`config.mk`:
```
export PLATFORM = sky130hd
export DESIGN_NAME = ring_ro_sequencer_flat
export DESIGN_NICKNAME = d
export VERILOG_FILES = /design/src/rtl/ring_ro_sequencer_if.sv /design/src/rtl/ring_ro_sequencer.sv /design/src/flat_wrapper.sv
export SDC_FILE = /design/constraint.sdc
export NUM_CORES = 1
export LEC_CHECK = 0
export CELL_PAD_IN_SITES_DETAIL_PLACEMENT = 0
export CELL_PAD_IN_SITES_GLOBAL_PLACEMENT = 2
export CORE_ASPECT_RATIO = 0.7
export CORE_UTILIZATION = 35
export CTS_CLUSTER_DIAMETER = 120
export DETAILED_ROUTE_END_ITERATION = 8
export DONT_BUFFER_PORTS = 1
export PLACE_DENSITY = 0.74
export SYNTH_ARGS = -nofsm -noshare
export SYNTH_HDL_FRONTEND = slang
export SYNTH_SLANG_ARGS = --single-unit
```
`constraint.sdc`:
```
create_clock -name clk -period 2 [get_ports clk]
set_input_delay 0.4 -clock clk [delete_from_list [all_inputs] [get_ports clk]]
set_output_delay 0.4 -clock clk [all_outputs]
set_load 0.02 [all_outputs]
```
`src/rtl/ring_ro_sequencer_if.sv`:
```
// ---------------------------------------------------------------------------
// ring_ro_sequencer_if
// Bundles every non-clock/reset signal of ring_ro_sequencer.
//   master : the environment side (trigger logic, ADC front end, FIFO status)
//   slave  : the sequencer itself
// Signals:
//   sample_valid_i, trig_i, offset_i, howmany_i, post_trig_i, fifo_full_i
//                                   -> inputs to the sequencer
//   wr_en_o, wr_addr_o, rd_en_o, rd_addr_o, data_valid_o, busy_o, done_o
//                                   -> outputs of the sequencer
// Optional (macro TRIG_DROP_CNT_EN): drop_clr_i in, drop_cnt_o[15:0] out.
// ---------------------------------------------------------------------------
interface ring_ro_sequencer_if #(
    parameter int SIZE = 8,
    parameter int PTW  = 8
);
    logic            sample_valid_i;
    logic            trig_i;
    logic [SIZE-1:0] offset_i;
    logic [SIZE-1:0] howmany_i;
    logic [PTW-1:0]  post_trig_i;
    logic            fifo_full_i;

    logic            wr_en_o;
    logic [SIZE-1:0] wr_addr_o;
    logic            rd_en_o;
    logic [SIZE-1:0] rd_addr_o;
    logic            data_valid_o;
    logic            busy_o;
    logic            done_o;

`ifdef TRIG_DROP_CNT_EN
    logic            drop_clr_i;
    logic [15:0]     drop_cnt_o;
`endif

    modport master (
`ifdef TRIG_DROP_CNT_EN
        output drop_clr_i,
        input  drop_cnt_o,
`endif
        output sample_valid_i, trig_i, offset_i, howmany_i, post_trig_i, fifo_full_i,
        input  wr_en_o, wr_addr_o, rd_en_o, rd_addr_o, data_valid_o, busy_o, done_o
    );

    modport slave (
`ifdef TRIG_DROP_CNT_EN
        input  drop_clr_i,
        output drop_cnt_o,
`endif
        input  sample_valid_i, trig_i, offset_i, howmany_i, post_trig_i, fifo_full_i,
        output wr_en_o, wr_addr_o, rd_en_o, rd_addr_o, data_valid_o, busy_o, done_o
    );
endinterface

```
`src/rtl/ring_ro_sequencer.sv`:
```
// ---------------------------------------------------------------------------
// ring_ro_sequencer
// Ring-buffer controller for the digitizer. Owns the write pointer, keeps
// writing until a trigger plus post_trig samples, freezes, then reads back
// `howmany` samples starting `offset` behind the freeze point while obeying
// the downstream FIFO full flag.
// Ports:
//   clk    system clock
//   rst_n  asynchronous active-low reset
//   bus    ring_ro_sequencer_if.slave (trigger/config in, RAM strobes out,
//          busy/done status out)
// Optional feature macro: TRIG_DROP_CNT_EN adds a saturating 16-bit count of
// triggers seen while busy (bus.drop_cnt_o), cleared at done when
// bus.drop_clr_i is high.
// ---------------------------------------------------------------------------
module ring_ro_sequencer #(
    parameter int SIZE = 8,
    parameter int PTW  = 8
) (
    input  logic               clk,
    input  logic               rst_n,
    ring_ro_sequencer_if.slave bus
);

    typedef enum logic [2:0] {
        IDLE,
        POST,
        LATCH,
        READ,
        DRAIN,
        DONE
    } state_t;

    state_t          state, state_next;
    logic [SIZE-1:0] wr_addr;
    logic [SIZE-1:0] rd_ptr, rd_ptr_next;
    logic [SIZE-1:0] remcnt, remcnt_next;
    logic [SIZE-1:0] offset_r, offset_next;
    logic [SIZE-1:0] howmany_r, howmany_next;
    logic [PTW-1:0]  ptcnt, ptcnt_next;
    logic            data_valid;
    logic            wr_en;
    logic            issue;

    // Gated by rst_n so the write strobe reads 0 while reset is held, even
    // though the state already sits in IDLE.
    assign wr_en = rst_n && bus.sample_valid_i && (state == IDLE || state == POST);
    assign issue = (state == READ) && !bus.fifo_full_i;

    assign bus.wr_en_o      = wr_en;
    assign bus.wr_addr_o    = wr_addr;
    assign bus.rd_en_o      = issue;
    assign bus.rd_addr_o    = issue ? rd_ptr : '0;
    assign bus.data_valid_o = data_valid;
    assign bus.busy_o       = (state != IDLE);
    assign bus.done_o       = (state == DONE);

    // NOTE: every register, including the captured configuration, is cleared
    // by reset so a mid-burst abort leaves no stale pointer or count behind.
    always_ff @(posedge clk or negedge rst_n) begin
        if (!rst_n) begin
            state      <= IDLE;
            wr_addr    <= '0;
            rd_ptr     <= '0;
            remcnt     <= '0;
            offset_r   <= '0;
            howmany_r  <= '0;
            ptcnt      <= '0;
            data_valid <= 1'b0;
        end else begin
            // NOTE: non-blocking assignments here so every register samples
            // the pre-edge values regardless of statement order.
            state      <= state_next;
            rd_ptr     <= rd_ptr_next;
            remcnt     <= remcnt_next;
            offset_r   <= offset_next;
            howmany_r  <= howmany_next;
            ptcnt      <= ptcnt_next;
            data_valid <= issue;
            if (wr_en) begin
                wr_addr <= wr_addr + SIZE'(1);
            end
        end
    end

    always_comb begin
        // NOTE: hold-value defaults first so no path through the case leaves
        // a signal unassigned (which would infer a latch).
        state_next   = state;
        rd_ptr_next  = rd_ptr;
        remcnt_next  = remcnt;
        offset_next  = offset_r;
        howmany_next = howmany_r;
        ptcnt_next   = ptcnt;

        unique case (state)
            IDLE: begin
                if (bus.trig_i) begin
                    offset_next  = bus.offset_i;
                    howmany_next = bus.howmany_i;
                    ptcnt_next   = bus.post_trig_i;
                    // A sample coinciding with the trigger is pre-trigger data;
                    // the countdown starts with the next written sample.
                    state_next   = (bus.post_trig_i == '0) ? LATCH : POST;
                end
            end
            POST: begin
                if (bus.sample_valid_i) begin
                    ptcnt_next = ptcnt - PTW'(1);
                    if (ptcnt == PTW'(1)) begin
                        state_next = LATCH;
                    end
                end
            end
            LATCH: begin
                // wr_addr is frozen here and points at the next free slot.
                rd_ptr_next = wr_addr - offset_r;
                remcnt_next = howmany_r;
                state_next  = (howmany_r == '0) ? DONE : READ;
            end
            READ: begin
                if (!bus.fifo_full_i) begin
                    rd_ptr_next = rd_ptr + SIZE'(1);
                    remcnt_next = remcnt - SIZE'(1);
                    if (remcnt == SIZE'(1)) begin
                        state_next = DRAIN;
                    end
                end
            end
            DRAIN: state_next = DONE;
            DONE:  state_next = IDLE;
            default: state_next = IDLE;
        endcase
    end

`ifdef TRIG_DROP_CNT_EN
    logic [15:0] drop_cnt;

    always_ff @(posedge clk or negedge rst_n) begin
        if (!rst_n) begin
            drop_cnt <= '0;
        end else if (state == DONE && bus.drop_clr_i) begin
            drop_cnt <= '0;
        end else if (bus.trig_i && state != IDLE && drop_cnt != 16'hFFFF) begin
            drop_cnt <= drop_cnt + 16'd1;
        end
    end

    assign bus.drop_cnt_o = drop_cnt;
`endif

endmodule

```
`src/flat_wrapper.sv`:
```
// flat-port wrapper written by rule: the top's interface ports become plain ports
module ring_ro_sequencer_flat 
#(
    parameter int SIZE = 8,
    parameter int PTW  = 8
)
  (clk, rst_n, bus_sample_valid_i, bus_trig_i, bus_offset_i, bus_howmany_i, bus_post_trig_i, bus_fifo_full_i, bus_wr_en_o, bus_wr_addr_o, bus_rd_en_o, bus_rd_addr_o, bus_data_valid_o, bus_busy_o, bus_done_o);
  ring_ro_sequencer_if #(.SIZE(SIZE), .PTW(PTW)) bus_i ();
  input  logic clk;
  input  logic rst_n;
  input wire logic [$bits(bus_i.sample_valid_i)-1:0] bus_sample_valid_i;
  input wire logic [$bits(bus_i.trig_i)-1:0] bus_trig_i;
  input wire logic [$bits(bus_i.offset_i)-1:0] bus_offset_i;
  input wire logic [$bits(bus_i.howmany_i)-1:0] bus_howmany_i;
  input wire logic [$bits(bus_i.post_trig_i)-1:0] bus_post_trig_i;
  input wire logic [$bits(bus_i.fifo_full_i)-1:0] bus_fifo_full_i;
  output wire logic [$bits(bus_i.wr_en_o)-1:0] bus_wr_en_o;
  output wire logic [$bits(bus_i.wr_addr_o)-1:0] bus_wr_addr_o;
  output wire logic [$bits(bus_i.rd_en_o)-1:0] bus_rd_en_o;
  output wire logic [$bits(bus_i.rd_addr_o)-1:0] bus_rd_addr_o;
  output wire logic [$bits(bus_i.data_valid_o)-1:0] bus_data_valid_o;
  output wire logic [$bits(bus_i.busy_o)-1:0] bus_busy_o;
  output wire logic [$bits(bus_i.done_o)-1:0] bus_done_o;
  assign bus_i.sample_valid_i = bus_sample_valid_i;
  assign bus_i.trig_i = bus_trig_i;
  assign bus_i.offset_i = bus_offset_i;
  assign bus_i.howmany_i = bus_howmany_i;
  assign bus_i.post_trig_i = bus_post_trig_i;
  assign bus_i.fifo_full_i = bus_fifo_full_i;
  assign bus_wr_en_o = bus_i.wr_en_o;
  assign bus_wr_addr_o = bus_i.wr_addr_o;
  assign bus_rd_en_o = bus_i.rd_en_o;
  assign bus_rd_addr_o = bus_i.rd_addr_o;
  assign bus_data_valid_o = bus_i.data_valid_o;
  assign bus_busy_o = bus_i.busy_o;
  assign bus_done_o = bus_i.done_o;
  ring_ro_sequencer #(.SIZE(SIZE), .PTW(PTW)) u_core (.clk(clk), .rst_n(rst_n), .bus(bus_i));
endmodule
```
After elaboration in Yosys (flattened, before gate mapping):

Cells that the tools add are included.

* reduce and logical (&&, ||, !) cells: 15
* muxes and demuxes: 16
* $add $sub $neg: 5
* equal/unequal tests: 12

Operator list (count)
* $pmux 8 s2: 3
* $mux 8: 5
* $mux 3: 6
* $add 8x1->8 const B: 2
* $eq 8x1->1 const B: 2
* $logic_not 8->1: 2
* $sub 8x1->8 const B: 2
* $pmux 3 s5: 1
* $ne 2x2->1 const B: 5
* $sub 8x8->8: 1
* $eq 3x2->1 const B: 2
* $eq 3x3->1 const B: 2
* $reduce_and 5->1: 1
* $reduce_and 2->1: 2
* $reduce_bool 2->1: 2
* $eq 3x1->1 const B: 1
* $logic_and 1x1->1: 3
* $logic_not 3->1: 1
* $reduce_and 3->1: 1
* $reduce_bool 3->1: 1
* $mux 2: 1
* $logic_not 1->1: 1
* $logic_or 1x1->1: 1

* logic and storage cells: 56
* register bits: 52
* output and inout port bits: 21

Longest topological paths before layout:

Gate-level depths: netlist (run 1).

* depth in word-level cells: 4
* depth in mapped cells: 9
* gate-level depth less buffers: 9

Worst setup path before layout (run 1):

Ideal clock, no wire load.

* path type: register to register
* from: register u_core.wr_addr[0] (netlist: u_core.bus.wr_addr_o[0])
* to: register u_core.rd_ptr[4]
* arrival time: 1.961 ns
* library setup time: 0.086 ns
* cell stages (with the launch flop): 9
* required time: 1.914 ns
* slack: -0.047 ns
* period minus slack after synthesis: 2.047 ns
* cell sequence: dfrtp_1 -> inv_1 -> ha_1 -> inv_1 -> fa_1 -> a21oi_1 -> o21ai_0 -> or3b_1 -> a32oi_1

* cells in the longest elaborated chain, start to end: 2

Ends and longest elaborated chain
* from (decl): line ring_ro_sequencer.sv:35 `logic [SIZE-1:0] wr_addr;`
* from (signal assigned): line ring_ro_sequencer.sv:81 `wr_addr <= wr_addr + SIZE'(1);`
* $sub 8x8->8: line ring_ro_sequencer.sv:117 `rd_ptr_next = wr_addr - offset_r;`
* $pmux 8 s2: line ring_ro_sequencer.sv:96 `unique case (state)`
* to (signal assigned): line ring_ro_sequencer.sv:74 `rd_ptr <= rd_ptr_next;`
* to (decl): line ring_ro_sequencer.sv:36 `logic [SIZE-1:0] rd_ptr, rd_ptr_next;`

Every way passes these cells.
A chain may end at the register's enable or synchronous reset.

Worst setup path in the final report (run 1):

Same ends and word-level chain as after synthesis.

==> flow_metrics.env, run 1 <==
export IMPL_hold_end="u_core.offset_r[6]"
export IMPL_period_share=0.980
export IMPL_cts_made_buffers=5
export IMPL_r2r_end="u_core.rd_ptr[4]"
export IMPL_h_tree_depth=2
export IMPL_cap_violations=0
export IMPL_synth_top_area_cell="dfrtp_1"
export IMPL_outcome="finished, final reports clean"
export IMPL_drt_iter0_markers=161
export IMPL_rr_startpoint="u_core.bus.wr_addr_o[0]"
export IMPL_yosys_warnings=0
export IMPL_worstPathArrival_ns=2.18
export IMPL_die_h_um=80.5
export IMPL_critPathLaunchType="flip-flop"
export IMPL_core_area_um2=8480
export IMPL_gr_total_overflow=0
export IMPL_worstPathCellList="inv_2 -> ha_4 -> inv_2 -> fa_2 -> a21oi_2 -> o21ai_2 -> or3b_1 -> a32oi_1"
export IMPL_critPathMostFrequentCell="inv_2"
export IMPL_clkLatencyLatePin_ns=0.30
export IMPL_clock_sinks=52
export IMPL_synth_most_common_cell="dfrtp_1"
export IMPL_slowest_stage="dfrtp_2"
export IMPL_max_freq_mhz=510
export IMPL_finalWeightedCongestion=0.769
export IMPL_num_io_pins=50
export IMPL_syn_avg_cell_area_um2=9.06
export IMPL_setup_violations_final=0
export IMPL_path_clk_slew_ns=0.07
export IMPL_synth_top_cell_area_share=0.422
export IMPL_numPortBuffers=0
export IMPL_r2r_cells=8
export IMPL_drv_slew=0
export IMPL_yosys_top_cells_count="dfrtp_1, o21ai_0, nor2_1"
export IMPL_hpwlAfterDp_um=5520
export IMPL_syn_to_final_growth_pct=17.1
export IMPL_drc_errors=0
export IMPL_dr_total_vias=2492
export IMPL_wl_um=7690
export IMPL_hold_class="input pin to flip-flop"
export IMPL_critPathLaunch="u_core.bus.wr_addr_o[0]"
export IMPL_fin_ws_ns=0.0410
export IMPL_drive_gt1_frac=0.208
export IMPL_synth_fp_nets=383
export IMPL_grt_pass1_vias=2381
export IMPL_grt_start_max_net_pins=53
export IMPL_grt_setup_unrepaired="yes"
export IMPL_n_fill_cell=851
export IMPL_min_delay_path_depth=2
export IMPL_final_util=0.426
export IMPL_wl_per_cell_um=15.9
export IMPL_cp_end_kind="flip-flop"
export IMPL_ys_flop_type="dfrtp_1"
export IMPL_fin_skew_ns=0.00686
export IMPL_cp_slowest_stage_delay_ns=0.41
export IMPL_synthCells=340
export IMPL_ys_seq_elements=52
export IMPL_vias_per_cell=5.14
export IMPL_cts_path_max_buffers=2
export IMPL_hold_viol=0
export IMPL_cts_tree="yes"
export IMPL_async_flop_share=1.00
export IMPL_powerDensity_nw_per_um2=1710
export IMPL_num_rows=28
export IMPL_hold_start="bus_offset_i[6]"
export IMPL_antenna_found_initial=1
export IMPL_rrSetupSlack_ns=0.04
export IMPL_post_place_ws_ns=-0.0303
export IMPL_dieArea_um2=9190
export IMPL_n_antenna_cell=0
export IMPL_grt_usage=0.182
export IMPL_max_vdd_ir_drop_v=0.000608
export IMPL_worst_slew_pin_slew_ns=0.436
export IMPL_fin_nets=407
export IMPL_yosysUniqueCellTypes=50
export IMPL_netlist_top_cells_area="dfrtp_1, o21ai_0, ha_1, mux2_2, nor2_1"
export IMPL_fin_hold_ws_ns=0.219
export IMPL_crit_required_ns=2.22
export IMPL_dr_pass1_iters=4
export IMPL_synth_edf_count=0
export IMPL_relSlewSlack=0.708
export IMPL_critPathMaxFanout=2
export IMPL_ant_nets=0
export IMPL_grt_pass1_wl_um=12800
export IMPL_p_leak_nw=1.55
export IMPL_root_buffer="clkbuf_16"
export IMPL_min_period_ns=1.96
export IMPL_synth_seq_area_share=0.422
export IMPL_synth_area_um2=3080
export IMPL_crit_type="flip-flop to flip-flop"
export IMPL_initial_core_util=0.363
export IMPL_die_x_um=114
==> critical path, delay by kind of cell (launching register included) <==
kind | cells | cell delay, ns
AO/OA/AOI/OAI | 3 | 0.44
adder cells (fa/ha/maj) | 2 | 0.53
buffers and inverters | 2 | 0.12
flip-flops | 1 | 0.41
AND/OR/NAND/NOR | 1 | 0.38
==> timing repair <==
action	in CTS	in global routing
endpoints found under the setup margin	7	12
endpoints found under the hold margin	52	0
resized for setup	8	12
buffers inserted	0	5
pin swaps	0	6
cloned	0	0
hold buffers	2	0
==> cell type report <==
cell class	instances	area, µm²	share of cell area
sequential	52	1310	0.362
clock buffer	7	143	0.0395
inverter	19	73.8	0.0205
multi-input combinational	254	1650	0.458
clock inverter	1	7.51	0.00208
timing repair buffer	32	275	0.0763
tap	120	150	0.0416
==> per-stage QoR <==
stage | cells | power, mW | TNS [ns] | area, µm²
after floorplan | 340 | 4.20 | 0 | 3080
after global placement | 470 | 5.07 | 0 | 3350
after detailed placement | 470 | 5.10 | -0.0303 | 3350
after CTS | 480 | 6.09 | 0 | 3550
after global routing | 485 | 6.77 | -0.0864 | 3610
final | 485 | 6.18 | 0 | 3610
==> sequential cells by signal (all words and copies together), names as in the netlist <==
register / cells
u_core.rd_ptr: 8
u_core.bus.wr_addr_o: 8
u_core.howmany_r: 8
u_core.bus.data_valid_o: 1
u_core.remcnt: 8
u_core.ptcnt: 8
u_core.offset_r: 8
u_core.state: 3
==> report_power, final <==
group	switching, mW	internal (mW)	leakage (nW)
Sequential	0.459	1.54	0.622
Combinational	1.80	1.46	0.859
Clock	0.411	0.500	0.0701
Total	2.67	3.50	1.55
==> per-layer routing <==
layer  GRT usage  wire [µm]  up-vias
li1            -          -     1260
met1       0.279       4230     1181
met2       0.244       3020       46
met3      0.0536        393        5
met4      0.0429         46        0
met5           0          0        -
==> how the worst max path moves through the flow <==
| stage | endpoint | slack [ns] | cells past startpoint |
|---|---|---|---|
| finish | u_core.rd_ptr[4] | 0.04 | 8 |
| detailed placement | u_core.rd_ptr[4] | -0.03 | 8 |
| global route | u_core.rd_ptr[4] | -0.06 | 8 |
| floorplan | u_core.rd_ptr[4] | 0.008 | 8 |
| CTS | bus_rd_addr_o[7] | 0.01 | 5 |
| global placement | u_core.rd_ptr[4] | 0.02 | 8 |
==> layout by cell type (no fill, tap or decap), drive strengths merged, types with 5 or more instances in the layout <==
cell type	n
dfrtp	52
o21ai	39
nor2	32
buf	31
nand2	30
a21oi	24
inv	19
ha	13
mux2	11
nand3	11
nor3	8
xnor2	7
clkbuf	7
and2	6
a31oi	5
nor4	5
nand2b	5
==> cell families after synthesis <==
group,Yosys count,synth area share
AO/OA/AOI/OAI,98,0.193
XOR/XNOR,10,0.0284
buffers and inverters,34,0.0516
multiplexers,12,0.0434
adder cells (fa/ha/maj),14,0.0593
AND/OR/NAND/NOR,120,0.202
flip-flops,52,0.422
No activity file was read; power rests on OpenSTA's default activity.
==> run 2: changes to the inputs <==
Settings changed: CORE_UTILIZATION 35 to 39, PLACE_DENSITY 0.74 to 0.78.
Clock period 2 ns to 2.1 ns, I/O delays scaled along.
==> flow_metrics.env, run 2 (synthesized netlist as in run 1, its figures left out) <==
export IMPL_die_x_um=108
export IMPL_gr_total_overflow=0
export IMPL_cp_end_kind="flip-flop"
export IMPL_stdcell_area_um2=3490
export IMPL_num_io_pins=50
export IMPL_path_delay_family="adder cells"
export IMPL_slowest_stage="dfrtp_1"
export IMPL_core_area_um2=7480
export IMPL_grt_pass1_vias=2369
export IMPL_hold_viol=0
export IMPL_critPathMostFrequentCell="inv_1"
export IMPL_fin_setup_tns_ns=0
export IMPL_drive_gt1_frac=0.160
export IMPL_grt_start_max_net_pins=53
export IMPL_critPathMaxFanout=2
export IMPL_wl_met1_um=3970
export IMPL_wl_met3_um=506
export IMPL_hold_end="u_core.offset_r[2]"
export IMPL_dieArea_um2=8270
export IMPL_cts_made_buffers=5
export IMPL_vias_per_cell=5.42
export IMPL_fin_nets=400
export IMPL_r2r_cells=8
export IMPL_postPlaceCellArea_um2=3300
export IMPL_worst_slew_pin_slew_ns=0.453
export IMPL_cap_violations=0
export IMPL_hpwlAfterDp_um=5270
export IMPL_die_h_um=76.4
export IMPL_cp_buffers_inverters=2
export IMPL_antenna_found_initial=1
export IMPL_grt_usage=0.196
export IMPL_cts_path_max_buffers=2
export IMPL_mostFrequentLayoutCell="dfrtp_1"
export IMPL_dr_total_vias=2475
export IMPL_final_cell_mix="dfrtp_1, o21ai_0, nor2_1, nand2_1"
export IMPL_drv_slew=0
export IMPL_critPathLaunchType="flip-flop"
export IMPL_min_delay_path_depth=2
export IMPL_hold_class="input pin to flip-flop"
export IMPL_worstPathCellList="inv_1 -> ha_2 -> inv_1 -> fa_2 -> a21oi_2 -> o21ai_1 -> or3b_1 -> a32oi_1"
export IMPL_max_freq_mhz=508
export IMPL_wl_um=7350
export IMPL_num_rows=26
export IMPL_fin_hold_ws_ns=0.242
export IMPL_relSlewSlack=0.697
export IMPL_initial_core_util=0.412
export IMPL_crit_type="flip-flop to flip-flop"
export IMPL_cts_setup_buffers=0
export IMPL_clock_sinks=52
export IMPL_max_vdd_ir_drop_v=0.000685
export IMPL_rr_startpoint="u_core.bus.wr_addr_o[0]"
export IMPL_setup_violations_final=0
export IMPL_ant_nets=0
export IMPL_min_period_ns=1.97
export IMPL_root_buffer="clkbuf_16"
export IMPL_rrSetupSlack_ns=0.13
export IMPL_top_layer_used="met4"
export IMPL_dr_pass1_iters=4
export IMPL_p_leak_nw=1.51
export IMPL_drc_errors=0
export IMPL_wl_met2_um=2800
export IMPL_r2r_end="u_core.rd_ptr[4]"
export IMPL_critPathLaunch="u_core.bus.wr_addr_o[0]"
export IMPL_finalWeightedCongestion=0.757
export IMPL_worstPathArrival_ns=2.18
export IMPL_grt_setup_unrepaired="yes"
export IMPL_hold_start="bus_offset_i[2]"
export IMPL_numPortBuffers=0
export IMPL_path_clk_slew_ns=0.07
export IMPL_drt_iter0_markers=108
export IMPL_outcome="finished, final reports clean"
export IMPL_cp_slowest_stage_delay_ns=0.38
export IMPL_cts_tree="yes"
export IMPL_fin_skew_ns=0.00595
export IMPL_powerDensity_nw_per_um2=1620
export IMPL_period_share=0.936
export IMPL_h_tree_depth=2
export IMPL_crit_required_ns=2.31
export IMPL_wl_per_cell_um=16.1
export IMPL_grt_pass1_wl_um=12400
export IMPL_syn_to_final_growth_pct=13.4
export IMPL_clkLatencyLatePin_ns=0.29
==> run 2: cell types whose count changed in the layout (fill, tap and decap cells not counted), sizes merged <==
cell | before | now
clkbuf | 7 | 6
buf | 31 | 24
clkinv | 0 | 1
diode | 0 | 2
clkinvlp | 1 | 0
==> run 2: repair_timing <==
action	CTS	global route
gates resized for setup	2	7
hold buffers	2	0
pin swaps	0	1
endpoints found under the setup margin	7	8
endpoints found under the hold margin	52	0
==> run 2: final cells by class <==
| cell class | count | area, µm² |
|---|---|---|
| multi-input combinational | 254 | 1630 |
| timing repair buffer | 25 | 223 |
| fill | 753 | 3990 |
| inverter | 19 | 71.3 |
| antenna | 2 | 5.00 |
| sequential | 52 | 1300 |
| tap | 98 | 123 |
| clock buffer | 6 | 129 |
| clock inverter | 1 | 5.00 |
==> run 2: worst max-delay path by stage <==
stage / depth (start not counted) / endpoint / slack (ns)
floorplan: 8 / u_core.rd_ptr[4] / 0.05
global placement: 8 / u_core.rd_ptr[4] / 0.07
detailed placement: 8 / u_core.rd_ptr[4] / 0.01
CTS: 8 / u_core.rd_ptr[4] / 0.04
global route: 8 / u_core.rd_ptr[4] / 0.00007
finish: 8 / u_core.rd_ptr[4] / 0.13
==> run 2: through the flow <==
step	worst slack [ns]	power (mW)	cells	util
finish	0.133	5.65	457	0.467
global route	0.0000693	6.22	455	0.466
CTS	0.0375	5.64	455	0.464
detailed placement	0.0142	4.77	446	0.441
global placement	0.0721	4.77	446	0.441
floorplan	0.0533	4.00	340	-
==> run 2: worst reg2reg max path: cells and delay by family, from the launching register on <==
kind	cells	cell delay, ns
AOI/OAI and AO/OA	3	0.45
adders and majority gates	2	0.55
buffers and inverters	2	0.15
DFF	1	0.38
and+or+nand+nor	1	0.36
==> run 2: power by group <==
group	leakage, nW	switching (mW)	internal, mW
Combinational	0.825	1.67	1.27
Sequential	0.623	0.436	1.47
Clock	0.0667	0.372	0.435
Total	1.51	2.47	3.17
==> run 2: routing by layer <==
layer  up-vias  GRT usage
met5         -          0
met1      1168      0.309
met2        55      0.255
met3         8     0.0565
met4         0     0.0493
li1       1244          -
